File: src/rtl/delay_timer.sv
`default_nettype none
// ============================================================================
//  Module      : delay_timer
//  Description : Parametrised down-counting delay timer. Captures a load value
//                on start, decrements once per clk1k cycle and flags expiry
//                with a sticky level (one-shot) and a one-cycle tick pulse
//                (one-shot and periodic auto-reload). Synchronous abort.
//                Optional pause support is built when DELAY_TIMER_PAUSE_EN
//                is defined; otherwise the pause input is ignored.
//  Revision    : 1.0 - initial release
// ============================================================================
module delay_timer #(
    parameter int WIDTH = 12
) (
    input  logic             clk1k,
    input  logic             rst_n,
    input  logic             start,
    input  logic [WIDTH-1:0] load_val,
    input  logic             mode,
    input  logic             pause,
    input  logic             abort,
    output logic [WIDTH-1:0] count,
    output logic             busy,
    output logic             expired,
    output logic             tick
);

    typedef enum logic [1:0] {
        S_IDLE   = 2'd0,
        S_RUN    = 2'd1,
        S_PAUSED = 2'd2,
        S_DONE   = 2'd3
    } state_t;

    localparam logic [WIDTH-1:0] C_ONE  = WIDTH'(1);
    localparam logic [WIDTH-1:0] C_ZERO = '0;

    state_t           r_state;
    logic [WIDTH-1:0] r_count;
    logic [WIDTH-1:0] r_load;
    logic             r_mode;
    logic             r_busy;
    logic             r_expired;
    logic             r_tick;

    state_t           w_state_nxt;
    logic [WIDTH-1:0] w_count_nxt;
    logic [WIDTH-1:0] w_load_nxt;
    logic             w_mode_nxt;
    logic             w_busy_nxt;
    logic             w_expired_nxt;
    logic             w_tick_nxt;
    logic             w_pause;

`ifdef DELAY_TIMER_PAUSE_EN
    assign w_pause = pause;
`else
    // Pause is a no-op in this build; the port is kept for drop-in compatibility.
    logic w_pause_unused;
    assign w_pause_unused = pause;
    assign w_pause        = 1'b0;
`endif

    // Next-state and next-output logic; priority abort > start > pause > countdown.
    always_comb begin
        w_state_nxt   = r_state;
        w_count_nxt   = r_count;
        w_load_nxt    = r_load;
        w_mode_nxt    = r_mode;
        w_expired_nxt = r_expired;
        w_tick_nxt    = 1'b0;

        if (abort) begin
            w_state_nxt   = S_IDLE;
            w_count_nxt   = C_ZERO;
            w_expired_nxt = 1'b0;
        end else if (start) begin
            w_state_nxt   = S_RUN;
            w_load_nxt    = load_val;
            w_mode_nxt    = mode;
            w_count_nxt   = load_val;
            w_expired_nxt = 1'b0;
        end else begin
            case (r_state)
                // Releasing pause acts like a RUN cycle, so each paused cycle
                // costs exactly one cycle of latency.
                S_RUN, S_PAUSED: begin
                    if (w_pause) begin
                        w_state_nxt = S_PAUSED;
                    end else if (r_count == C_ZERO) begin
                        // Expiry is checked before decrement, so no underflow.
                        w_tick_nxt = 1'b1;
                        if (r_mode) begin
                            w_state_nxt = S_RUN;
                            w_count_nxt = r_load;
                        end else begin
                            w_state_nxt   = S_DONE;
                            w_expired_nxt = 1'b1;
                        end
                    end else begin
                        w_state_nxt = S_RUN;
                        w_count_nxt = r_count - C_ONE;
                    end
                end
                default: begin
                    w_state_nxt = r_state;
                end
            endcase
        end

        w_busy_nxt = (w_state_nxt == S_RUN) || (w_state_nxt == S_PAUSED);
    end

    // State and output registers with synchronous active-low reset.
    always_ff @(posedge clk1k) begin
        if (!rst_n) begin
            r_state   <= S_IDLE;
            r_count   <= C_ZERO;
            r_load    <= C_ZERO;
            r_mode    <= 1'b0;
            r_busy    <= 1'b0;
            r_expired <= 1'b0;
            r_tick    <= 1'b0;
        end else begin
            r_state   <= w_state_nxt;
            r_count   <= w_count_nxt;
            r_load    <= w_load_nxt;
            r_mode    <= w_mode_nxt;
            r_busy    <= w_busy_nxt;
            r_expired <= w_expired_nxt;
            r_tick    <= w_tick_nxt;
        end
    end

    assign count   = r_count;
    assign busy    = r_busy;
    assign expired = r_expired;
    assign tick    = r_tick;

endmodule
`default_nettype wire

File: config.mk
export PLATFORM = sky130hd
export DESIGN_NAME = delay_timer
export DESIGN_NICKNAME = d
export VERILOG_FILES = /design/src/rtl/delay_timer.sv
export SDC_FILE = /design/constraint.sdc
export NUM_CORES = 1
export LEC_CHECK = 0
export CORE_ASPECT_RATIO = 1.5
export CORE_UTILIZATION = 50
export DETAILED_ROUTE_END_ITERATION = 16
export DONT_BUFFER_PORTS = 1
export GPL_TIMING_DRIVEN = 0
export HOLD_SLACK_MARGIN = 0.02
export PLACE_DENSITY = 0.72
export SKIP_LAST_GASP = 1
export SLEW_MARGIN = 15
export SYNTH_ARGS = -nofsm -noshare
export SYNTH_HDL_FRONTEND = slang
export SYNTH_SLANG_ARGS = --single-unit
File: constraint.sdc
create_clock -name clk1k -period 2.85 [get_ports clk1k]
set_input_delay 0.855 -clock clk1k [delete_from_list [all_inputs] [get_ports clk1k]]
set_output_delay 0.855 -clock clk1k [all_outputs]
set_load 0.005 [all_outputs]
==> flow_metrics.py, run 1 <==
metrics = {
    "power_and_ir_drop": {
        "powerDensity_nw_per_um2": 602,
        "leakagePower_uw": 0.000667,
        "peakVddDrop_mv": 0.420,
    },
    "detailed_routing": {
        "num_vias": 1582,
        "vias_per_cell": 6.40,
        "routed_wl_um": 4270,
        "wire_per_inst_um": 17.3,
        "drcViolationCount": 0,
        "postRouteAntennaNets": 0,
        "drt_iter0_drc": 100,
        "drtPass1Iterations": 4,
    },
    "sta": {
        "setup_viol": 0,
        "finClkSkew_ns": 0.00648,
        "max_slew_margin_pct": 39.4,
        "drv_slew": 0,
        "finalCritPeriodShare_pct": 82.0,
        "fmax_ghz": 0.428,
        "grt_setup_unrepaired": "false",
        "tightestPinTransition_ns": 0.897,
        "finalHoldViolations": 0,
        "min_period_ns": 2.34,
        "tns_ns": 0,
    },
    "critical_path": {
        "arrival_ns": 2.55,
        "cp-start-kind": "register",
        "crit_type": "register to register",
        "crit_path_start": "r_state[1]$_SDFF_PN0_",
        "critPathMaxStageDelay_ns": 0.70,
        "critPathCaptureType": "register",
        "reg2reg_to": "count[4]$_SDFFE_PP0P_",
        "crit_slowest_cell": "a41oi_1",
        "path_max_fanout": 10,
        "reg2reg_depth": 7,
        "reg2reg_from": "r_state[1]$_SDFF_PN0_",
        "cp.required_ns": 3.06,
        "rrSetupSlack_ns": 0.51,
        "worstPathCellList": "inv_1 -> ha_1 -> clkbuf_1 -> nor2_1 -> a41oi_1 -> o221ai_1 -> a21oi_1",
        "worstSetupEndpoint": "count[4]$_SDFFE_PP0P_",
    },
    "global_route": {
        "grtUsageMet3_pct": 6.79,
        "grt_util_met2_pct": 46.0,
        "busiest_layer": "met2",
        "grt_usage_pct": 25.7,
        "antenna_found_initial": 0,
        "met1_usage_pct": 28.6,
        "grt_pass1_wl_um": 6840,
        "grt_pass1_vias": 1465,
        "grt_overflow_total": 0,
        "grt_max_degree": 11,
    },
    "synth": {
        "yosysSeqAreaShare_pct": 37.1,
        "synth_seq_cells": 30,
        "avgSynthCellArea_um2": 8.14,
        "yosysTopAreaCellShare_pct": 37.1,
        "synth.distinct_cells": 38,
        "synthCells": 199,
        "synth_ff_type": "dfxtp_1",
        "async_flop_share_pct": 0,
        "synth_area_um2": 1620,
        "synth-edff-count": 0,
        "synth.area.top_cells": "dfxtp_1, nand2_1, a21boi_0",
        "ys_warn_count": 0,
        "syn_nets": 220,
        "yosysTopAreaCell": "dfxtp_1",
    },
    "clock_tree": {
        "cts_made_buffers": 5,
        "h-tree-depth": 2,
        "post_cts_buffers": 0,
        "worstSkewPairLatency_ns": 0.29,
        "hold_buffers": 0,
        "cts_root_buf": "clkbuf_8",
        "cts.clk_slew.worst_paths_ns": 0.06,
        "ctsLongestPathBuffers": 2,
        "post_cts_resized": 0,
        "cts_tree": "yes",
        "cts.sinks": 30,
    },
    "placement": {
        "hpwl_um": 3110,
        "placed_area_um2": 1670,
        "routabilityCongestion": 0.890,
        "portBuffers": 0,
    },
    "worst_hold_path": {
        "min_path_type": "register to register",
        "hold_depth": 2,
    },
    "floorplan": {
        "coreArea_um2": 3130,
        "die_x_um": 48.5,
        "initial_utilization_pct": 51.8,
        "row_count": 25,
        "fp.dieH_um": 71.7,
        "io_pins": 33,
        "dieArea_um2": 3480,
    },
    "cells_and_area": {
        "diodes": 0,
        "final_area_um2": 1760,
        "nets": 227,
        "drive_above_1_share_pct": 7.25,
        "postLayoutCoreUtil_pct": 56.3,
        "syn_to_final_growth_pct": 8.73,
    },
    "job": {
        "drv_cap": 0,
    },
    "run_status": {
        "status": "complete, no violations",
    },
}
[layout by cell type (no fill, tap or decap), drive strengths merged]
cell type	netlist	layout
a211o	1	1
a21boi	13	13
a21oi	13	13
a31o	1	1
a31oi	4	4
a41oi	1	1
and3	1	1
buf	3	3
clkbuf	9	16
clkinv	0	1
dfxtp	30	30
ha	3	3
inv	6	6
mux2i	3	3
nand2	32	32
nand2b	4	4
nand3	2	2
nor2	12	12
nor2b	2	2
nor3	9	9
nor3b	8	8
nor4	5	5
o211a	3	3
o21a	1	1
o21ai	3	3
o221ai	3	3
o31a	1	1
o31ai	4	4
o32ai	6	6
o41ai	2	2
or2	1	1
or3	4	4
or3b	3	3
or4	4	4
xnor2	1	1
xor2	1	1
[per-stage QoR]
step / total power [µW] / worst slack, ns / cells / hold slack (ns)
floorplan: 653 / 1.03 / 199 / 0.439
global placement: 700 / 0.641 / 239 / 0.453
detailed placement: 707 / 0.566 / 239 / 0.458
CTS: 1060 / 0.528 / 247 / 0.466
global route: 1110 / 0.320 / 247 / 0.480
finish: 1060 / 0.512 / 247 / 0.463
[routing by layer]
metal | wire length [µm] | vias up | part of all wire (%)
met1 | 1660 | 744 | 39
met3 | 357 | 13 | 8.4
met4 | 83 | 0 | 1.9
met2 | 2180 | 83 | 51
met5 | 0 | - | 0
li1 | - | 742 | -
[cell families (layout without fill, tap and decap cells)]
kind of cell    count (synthesis)  in the layout  synth area share (%)
buf+inv                        18             26                  4.79
fa+ha+maj                       3              3                  2.32
mux                             3              3                  1.85
flops                          30             30                  37.1
compound gates                 56             56                  25.3
simple gates                   87             87                  27.6
xor+xnor                        2              2                  1.08
[critical path: cells and delay by family, from the launching register on]
kind                     cells  cell delay [ns]
AO/OA/AOI/OAI                3             1.10
adder cells (fa/ha/maj)      1             0.28
buffers and inverters        2             0.43
flip-flops                   1             0.33
AND/OR/NAND/NOR              1             0.11
[worst min-delay path by stage]
stage,startpoint,endpoint
floorplan,r_load[0]$_SDFFE_PN0P_,r_load[0]$_SDFFE_PN0P_
global placement,r_load[4]$_SDFFE_PN0P_,r_load[4]$_SDFFE_PN0P_
detailed placement,r_load[3]$_SDFFE_PN0P_,r_load[3]$_SDFFE_PN0P_
CTS,r_load[3]$_SDFFE_PN0P_,r_load[3]$_SDFFE_PN0P_
global route,r_load[3]$_SDFFE_PN0P_,r_load[3]$_SDFFE_PN0P_
finish,r_load[3]$_SDFFE_PN0P_,r_load[3]$_SDFFE_PN0P_
[Yosys cell counts (2+ instances only)]
| cell | n |
|---|---|
| nand2b_1 | 4 |
| nor2_1 | 12 |
| nor3b_1 | 8 |
| a21boi_0 | 13 |
| nor2b_1 | 2 |
| o41ai_1 | 2 |
| clkbuf_1 | 9 |
| or4_1 | 4 |
| nand2_1 | 32 |
| nand3_1 | 2 |
| o32ai_1 | 5 |
| or3b_2 | 3 |
| o21ai_0 | 3 |
| a31oi_1 | 4 |
| mux2i_1 | 3 |
| nor4_1 | 5 |
| or3_1 | 4 |
| a21oi_1 | 13 |
| o221ai_1 | 3 |
| ha_1 | 3 |
| inv_1 | 6 |
| buf_2 | 2 |
| o211a_1 | 3 |
| o31ai_1 | 4 |
| dfxtp_1 | 30 |
| nor3_1 | 8 |
[where the power goes]
group          total [µW]  internal (µW)  leakage (µW)  switching (µW)
Combinational         244           96.0      0.000374             148
Clock                 356            194     0.0000482             161
Sequential            461            439      0.000245            21.7
[cell type report]
cell class                 count  area [µm²]
fill                         304        1370
multi-input combinational    151         942
buffer                        12        55.1
sequential                    30         601
tap                           40        50.0
inverter                       6        22.5
clock inverter                 1        5.00
clock buffer                   7        86.3
[flip-flops by register name (all words and copies together), names as in the netlist]
register	flops
busy	1
count	12
expired	1
r_load	12
r_mode	1
r_state	2
tick	1
(Power assumes the default switching activity.)
==> run 2: changes to the inputs <==
--- a/config.mk
+++ b/config.mk
@@ -5,6 +5,7 @@
 export SDC_FILE = /design/constraint.sdc
 export NUM_CORES = 1
 export LEC_CHECK = 0
+export ABC_AREA = 1
 export CORE_ASPECT_RATIO = 1.5
 export CORE_UTILIZATION = 50
 export DETAILED_ROUTE_END_ITERATION = 16
==> constraint.sdc (replaced) <==
create_clock -name clk1k -period 2.3 [get_ports clk1k]
set_input_delay 0.69 -clock clk1k [delete_from_list [all_inputs] [get_ports clk1k]]
set_output_delay 0.69 -clock clk1k [all_outputs]
set_load 0.005 [all_outputs]
==> run 2 against run 1 <==
Against the previous run:
- sequential share of layout area down 2.2 points
- first-iteration DRC count down 40%
- hold slack better by 0.0091 ns
- maximum frequency up 35%
- final cell count up 28%
- final area up 7.0%
- clock skew up 0.0046 ns
==> flow_metrics.py, run 2 <==
metrics = {
    "run_status": {
        "status": "complete, no violations",
    },
    "clock_tree": {
        "cts_tree": "yes",
        "h-tree-depth": 2,
        "hold_buffers": 0,
        "cts_made_buffers": 5,
        "post_cts_buffers": 0,
        "worstSkewPairLatency_ns": 0.29,
        "post_cts_resized": 0,
        "cts.sinks": 30,
        "cts.clk_slew.worst_paths_ns": 0.07,
        "cts_root_buf": "clkbuf_8",
        "ctsLongestPathBuffers": 2,
    },
    "global_route": {
        "met1_usage_pct": 27.6,
        "grt_overflow_total": 0,
        "antenna_found_initial": 0,
        "grt_max_degree": 11,
        "grt_pass1_wl_um": 7220,
        "grt_pass1_vias": 1601,
        "busiest_layer": "met2",
        "grt_util_met2_pct": 47.1,
        "grtUsageMet3_pct": 6.54,
        "grt_usage_pct": 26.5,
    },
    "synth": {
        "yosysTopAreaCell": "dfxtp_1",
        "yosysTopAreaCellShare_pct": 34.5,
        "synth.most_common_cell": "nand2_1",
        "async_flop_share_pct": 0,
        "ys_warn_count": 0,
        "synth-edff-count": 0,
        "synth_ff_type": "dfxtp_1",
        "synth.distinct_cells": 21,
        "synth_common_cells": "nand2_1, inv_1, nor2_1",
        "syn_nets": 289,
        "synth.area.top_cells": "dfxtp_1, nand2_1, inv_1",
        "synth_seq_cells": 30,
        "synthCells": 268,
        "synth_area_um2": 1740,
        "yosysSeqAreaShare_pct": 34.5,
        "avgSynthCellArea_um2": 6.49,
    },
    "critical_path": {
        "critPathCaptureType": "register",
        "path_max_fanout": 7,
        "reg2reg_to": "count[8]$_SDFFE_PP0P_",
        "cp.required_ns": 2.48,
        "cp-start-kind": "register",
        "reg2reg_from": "count[0]$_SDFFE_PP0P_",
        "crit_type": "register to register",
        "arrival_ns": 1.91,
        "rrSetupSlack_ns": 0.57,
        "reg2reg_depth": 9,
    },
    "detailed_routing": {
        "num_vias": 1683,
        "vias_per_cell": 5.33,
        "postRouteAntennaNets": 0,
        "wire_per_inst_um": 14.1,
        "drt_iter0_drc": 60,
        "drcViolationCount": 0,
        "routed_wl_um": 4450,
        "drtPass1Iterations": 5,
    },
    "power_and_ir_drop": {
        "pwr-share-clk_pct": 32.0,
        "p_sw_share_pct": 35.0,
        "peakVddDrop_mv": 0.417,
        "seq_power_share_pct": 40.7,
        "leakagePower_uw": 0.000937,
        "power.internal_uw": 921,
        "powerDensity_nw_per_um2": 751,
        "p_sw_uw": 495,
        "combPwrFrac_pct": 27.3,
    },
    "worst_hold_path": {
        "whs_endpoint": "r_load[9]$_SDFFE_PN0P_",
        "hold_depth": 2,
        "min_path_type": "register to register",
        "min_from": "r_load[9]$_SDFFE_PN0P_",
    },
    "floorplan": {
        "dieArea_um2": 3720,
        "row_count": 25,
        "initial_utilization_pct": 54.0,
        "io_pins": 33,
        "coreArea_um2": 3220,
        "die_x_um": 50.2,
        "fp.dieH_um": 74.2,
    },
    "cells_and_area": {
        "final_common_cell": "nand2_1",
        "fillers": 325,
        "drive_above_1_share_pct": 9.42,
        "postLayoutCoreUtil_pct": 58.5,
        "syn_to_final_growth_pct": 8.35,
        "nets": 296,
        "layout_common_cells": "nand2_1, inv_1, nor2_1",
        "diodes": 0,
    },
    "sta": {
        "setup_viol": 0,
        "drv_slew": 0,
        "grt_setup_unrepaired": "false",
        "tns_ns": 0,
        "finalCritPeriodShare_pct": 75.2,
        "tightestPinTransition_ns": 0.433,
        "finalHoldViolations": 0,
        "min_period_ns": 1.73,
        "fmax_ghz": 0.578,
        "max_slew_margin_pct": 71.2,
        "finClkSkew_ns": 0.0111,
    },
    "placement": {
        "portBuffers": 0,
        "routabilityCongestion": 0.926,
        "hpwl_um": 3380,
    },
    "job": {
        "drv_cap": 0,
    },
}
==> run 2: changes by cell type in the layout (fill, tap and decap cells not counted), sizes merged, moves of 5 or more <==
cell    change
a21boi     -13
a21oi      +15
clkbuf      -6
inv        +37
nand2      +26
nand3      +27
nor2       +29
nor3        -9
nor3b       -8
nor4        -5
o21ai      +20
o32ai       -6
==> run 2: cells by family (layout without fill, tap and decap cells) <==
family          count (synthesis)  count (layout)  synth area share [%]
buf+inv                        50              58                  11.4
compound gates                 53              53                  15.5
xor+xnor                        1               1                 0.504
fa+ha+maj                       3               3                  2.16
simple gates                  131             131                  35.9
flops                          30              30                  34.5
==> run 2: routing by layer <==
layer  share of wire [%]  wire length [µm]  vias to the layer above
met2                  51              2270                       67
met3                 4.7               208                       19
li1                    -                 -                      861
met5                   0                 0                        -
met4                 5.5               244                        0
met1                  39              1730                      736
==> run 2: how the worst max path moves through the flow <==
stage               slack, ns  cells after the start                  start                 endpoint
CTS                      0.60                      9  count[0]$_SDFFE_PP0P_    count[8]$_SDFFE_PP0P_
detailed placement       0.60                      6                  start      r_mode$_SDFFE_PN0P_
finish                   0.57                      9  count[0]$_SDFFE_PP0P_    count[8]$_SDFFE_PP0P_
global placement         0.63                      6                  start      r_mode$_SDFFE_PN0P_
global route             0.41                      9  count[0]$_SDFFE_PP0P_    count[8]$_SDFFE_PP0P_
floorplan                0.86                      6                  start  r_load[11]$_SDFFE_PN0P_
==> run 2: power by group through the flow <==
stage	registers [µW]	logic, µW	clock network [µW]
after floorplan	581	307	0
after global placement	587	375	0
after detailed placement	588	379	0
after CTS	576	383	460
after global routing	580	435	488
final	576	387	453
==> run 2: stage by stage <==
step / instances / power, µW / setup slack (ns) / instance area [µm²] / hold slack (ns)
after global routing: 316 / 1500 / 0.409 / 1880 / 0.494
after floorplan: 268 / 887 / 0.863 / 1740 / 0.430
after global placement: 308 / 962 / 0.633 / 1790 / 0.447
after CTS: 316 / 1420 / 0.599 / 1880 / 0.468
after detailed placement: 308 / 967 / 0.601 / 1790 / 0.458
final: 316 / 1420 / 0.570 / 1880 / 0.472
==> run 2: critical path, cell delays in order (launching register included) <==
cell and delay [ns]:
dfxtp_1 0.34, inv_1 0.18, ha_1 0.22, nand2_1 0.07, nor2_2 0.32, nand3_1 0.19
nand2_1 0.12, nor2_1 0.06, nor2_1 0.08, nor2_1 0.04
==> run 2: cell type report <==
| class | count | area (µm²) | area share (%) |
|---|---|---|---|
| multi-input combinational | 188 | 941 | 49.9 |
| sequential | 30 | 601 | 31.9 |
| inverter | 43 | 161 | 8.57 |
| clock buffer | 6 | 82.6 | 4.38 |
| tap | 40 | 50.0 | 2.66 |
| buffer | 7 | 36.3 | 1.93 |
| clock inverter | 2 | 12.5 | 0.664 |
==> run 3: changes to the inputs <==
--- a/config.mk
+++ b/config.mk
@@ -12,7 +12,7 @@
 export DONT_BUFFER_PORTS = 1
 export GPL_TIMING_DRIVEN = 0
 export HOLD_SLACK_MARGIN = 0.02
-export PLACE_DENSITY = 0.72
+export PLACE_DENSITY = 0.75
 export SKIP_LAST_GASP = 1
 export SLEW_MARGIN = 15
 export SYNTH_ARGS = -nofsm -noshare
==> constraint.sdc (replaced) <==
create_clock -name clk1k -period 1.5 [get_ports clk1k]
set_input_delay 0.45 -clock clk1k [delete_from_list [all_inputs] [get_ports clk1k]]
set_output_delay 0.45 -clock clk1k [all_outputs]
set_load 0.005 [all_outputs]
==> run 3 against run 2 <==
Against the previous run:
- non-clock buffer count is 9 higher
- sequential share of layout area is 1.9 points lower
- clock power up 34%
- maximum frequency is 17% higher
- count of clock-buffer cells in the layout down 1
- final area grew 9.5%
- core utilization grew 5.6 points
- global-route usage grew 0.54 points
- die area unchanged
- register-to-register slack worse by 0.55 ns
- power increased by 57%
==> flow_metrics.py, run 3 (same netlist as run 2, synthesis figures left out) <==
metrics = {
    "worst_hold_path": {
        "whs_endpoint": "r_load[0]$_SDFFE_PN0P_",
        "hold_depth": 2,
        "min_from": "rst_n",
        "min_path_type": "input port to register",
    },
    "critical_path": {
        "reg2reg_depth": 11,
        "cp.required_ns": 1.72,
        "crit_type": "register to register",
        "reg2reg_to": "count[5]$_SDFFE_PP0P_",
        "reg2reg_from": "count[0]$_SDFFE_PP0P_",
        "arrival_ns": 1.70,
        "critPathCaptureType": "register",
        "cp-start-kind": "register",
        "path_max_fanout": 6,
        "rrSetupSlack_ns": 0.02,
    },
    "detailed_routing": {
        "drcViolationCount": 0,
        "postRouteAntennaNets": 0,
        "routed_wl_um": 4730,
        "drtPass1Iterations": 4,
        "num_vias": 1771,
        "drt_iter0_drc": 87,
        "wire_per_inst_um": 14.6,
        "vias_per_cell": 5.47,
    },
    "sta": {
        "max_slew_margin_pct": 70.7,
        "drv_slew": 0,
        "setup_viol": 0,
        "grt_setup_unrepaired": "true",
        "hold_slack_ns": 0.301,
        "min_period_ns": 1.48,
        "finClkSkew_ns": 0.00690,
        "tightestPinTransition_ns": 0.439,
        "finalHoldViolations": 0,
        "fmax_ghz": 0.674,
        "setup_ws_ns": 0.0162,
        "finalCritPeriodShare_pct": 98.9,
    },
    "placement": {
        "dp_slack_ns": -0.221,
        "routabilityCongestion": 0.898,
        "portBuffers": 0,
        "hpwl_um": 3380,
    },
    "power_and_ir_drop": {
        "p_sw_uw": 786,
        "combPwrFrac_pct": 32.5,
        "powerDensity_nw_per_um2": 1080,
        "seq_power_share_pct": 40.1,
        "leakagePower_uw": 0.000993,
        "peakVddDrop_mv": 0.797,
        "pwr-share-clk_pct": 27.4,
        "p_sw_share_pct": 35.4,
        "power.internal_uw": 1430,
    },
    "floorplan": {
        "fp.dieH_um": 74.2,
        "dieArea_um2": 3720,
        "row_count": 25,
        "die_x_um": 50.2,
        "io_pins": 33,
        "initial_utilization_pct": 54.0,
        "coreArea_um2": 3220,
    },
    "clock_tree": {
        "hold_buffers": 0,
        "cts_root_buf": "clkbuf_8",
        "h-tree-depth": 2,
        "cts.clk_slew.worst_paths_ns": 0.06,
        "cts.sinks": 30,
        "cts_made_buffers": 5,
        "cts_tree": "yes",
        "ctsLongestPathBuffers": 2,
        "worstSkewPairLatency_ns": 0.29,
    },
    "cells_and_area": {
        "diodes": 0,
        "layout_common_cells": "nand2_1, inv_1, nor2_1",
        "final_common_cell": "nand2_1",
        "syn_to_final_growth_pct": 18.6,
        "drive_above_1_share_pct": 21.5,
        "nets": 305,
    },
    "global_route": {
        "grt_pass1_wl_um": 7330,
        "grt_pass1_vias": 1636,
        "grt_max_degree": 11,
        "antenna_found_initial": 0,
        "grt_usage_pct": 27.0,
        "grt_overflow_total": 0,
    },
    "run_status": {
        "status": "complete, no violations",
    },
    "job": {
        "drv_cap": 0,
    },
}
-- run 3: cell type report --
class	instances	area, µm²
buffer	7	36.3
clock buffer	5	68.8
clock inverter	2	10.0
fill	296	1160
inverter	43	175
multi-input combinational	188	1030
sequential	30	619
tap	40	50.0
timing repair buffer	9	71.3
-- run 3: how the worst max path moves through the flow --
stage | start | endpoint | slack (ns) | depth (start not counted)
2_1_floorplan | count[0]$_SDFFE_PP0P_ | count[0]$_SDFFE_PP0P_ | 0.07 | 9
3_3_place_gp | count[0]$_SDFFE_PP0P_ | count[1]$_SDFFE_PP0P_ | -0.20 | 9
3_5_place_dp | count[0]$_SDFFE_PP0P_ | count[1]$_SDFFE_PP0P_ | -0.22 | 9
4_1_cts | count[9]$_SDFFE_PP0P_ | count[1]$_SDFFE_PP0P_ | 0.003 | 9
5_1_grt | count[0]$_SDFFE_PP0P_ | count[5]$_SDFFE_PP0P_ | -0.06 | 11
6_report | count[0]$_SDFFE_PP0P_ | count[5]$_SDFFE_PP0P_ | 0.02 | 11
-- run 3: power by group through the flow --
| stage | clock (µW) | sequential, µW | combinational (µW) |
|---|---|---|---|
| 6_report | 608 | 890 | 722 |
| 3_3_place_gp | 0 | 900 | 575 |
| 5_1_grt | 651 | 896 | 801 |
| 2_1_floorplan | 0 | 890 | 470 |
| 4_1_cts | 622 | 886 | 619 |
| 3_5_place_dp | 0 | 901 | 580 |
-- run 3: critical path, stage by stage (launching register included) --
cell and delay (ns):
dfxtp_4 0.37, inv_6 0.08, ha_4 0.14, nand2_2 0.07, nor2_4 0.19, nand2_4 0.11
buf_6 0.15, nand3_1 0.06, nand2_1 0.05, nor2_1 0.08, nor2_1 0.04, nor2_1 0.07
-- run 3: through the flow --
step	utilization, %	area, µm²	TNS [ns]	cells	power [µW]
after floorplan	-	1740	0	268	1360
after global placement	55.5	1790	-1.56	308	1480
after detailed placement	55.5	1790	-1.85	308	1480
after CTS	60.0	1930	0	320	2130
after global routing	64.0	2060	-0.393	324	2350
final	64.0	2060	0	324	2220
-- run 3: what timing repair did --
| item | CTS | global route |
|---|---|---|
| pin swaps | 4 | 15 |
| resized for setup | 9 | 36 |
| endpoints found under the setup margin | 13 | 13 |
| buffers inserted | 5 | 4 |
-- run 3: metal layers --
metal	up-vias	track usage [%]	part of all wire (%)	routed length [µm]
met5	-	0	0	0
met4	0	19.7	5.4	257
met3	21	7.16	5.0	235
met2	55	47.4	53	2500
met1	813	27.3	37	1750
li1	882	-	-	-
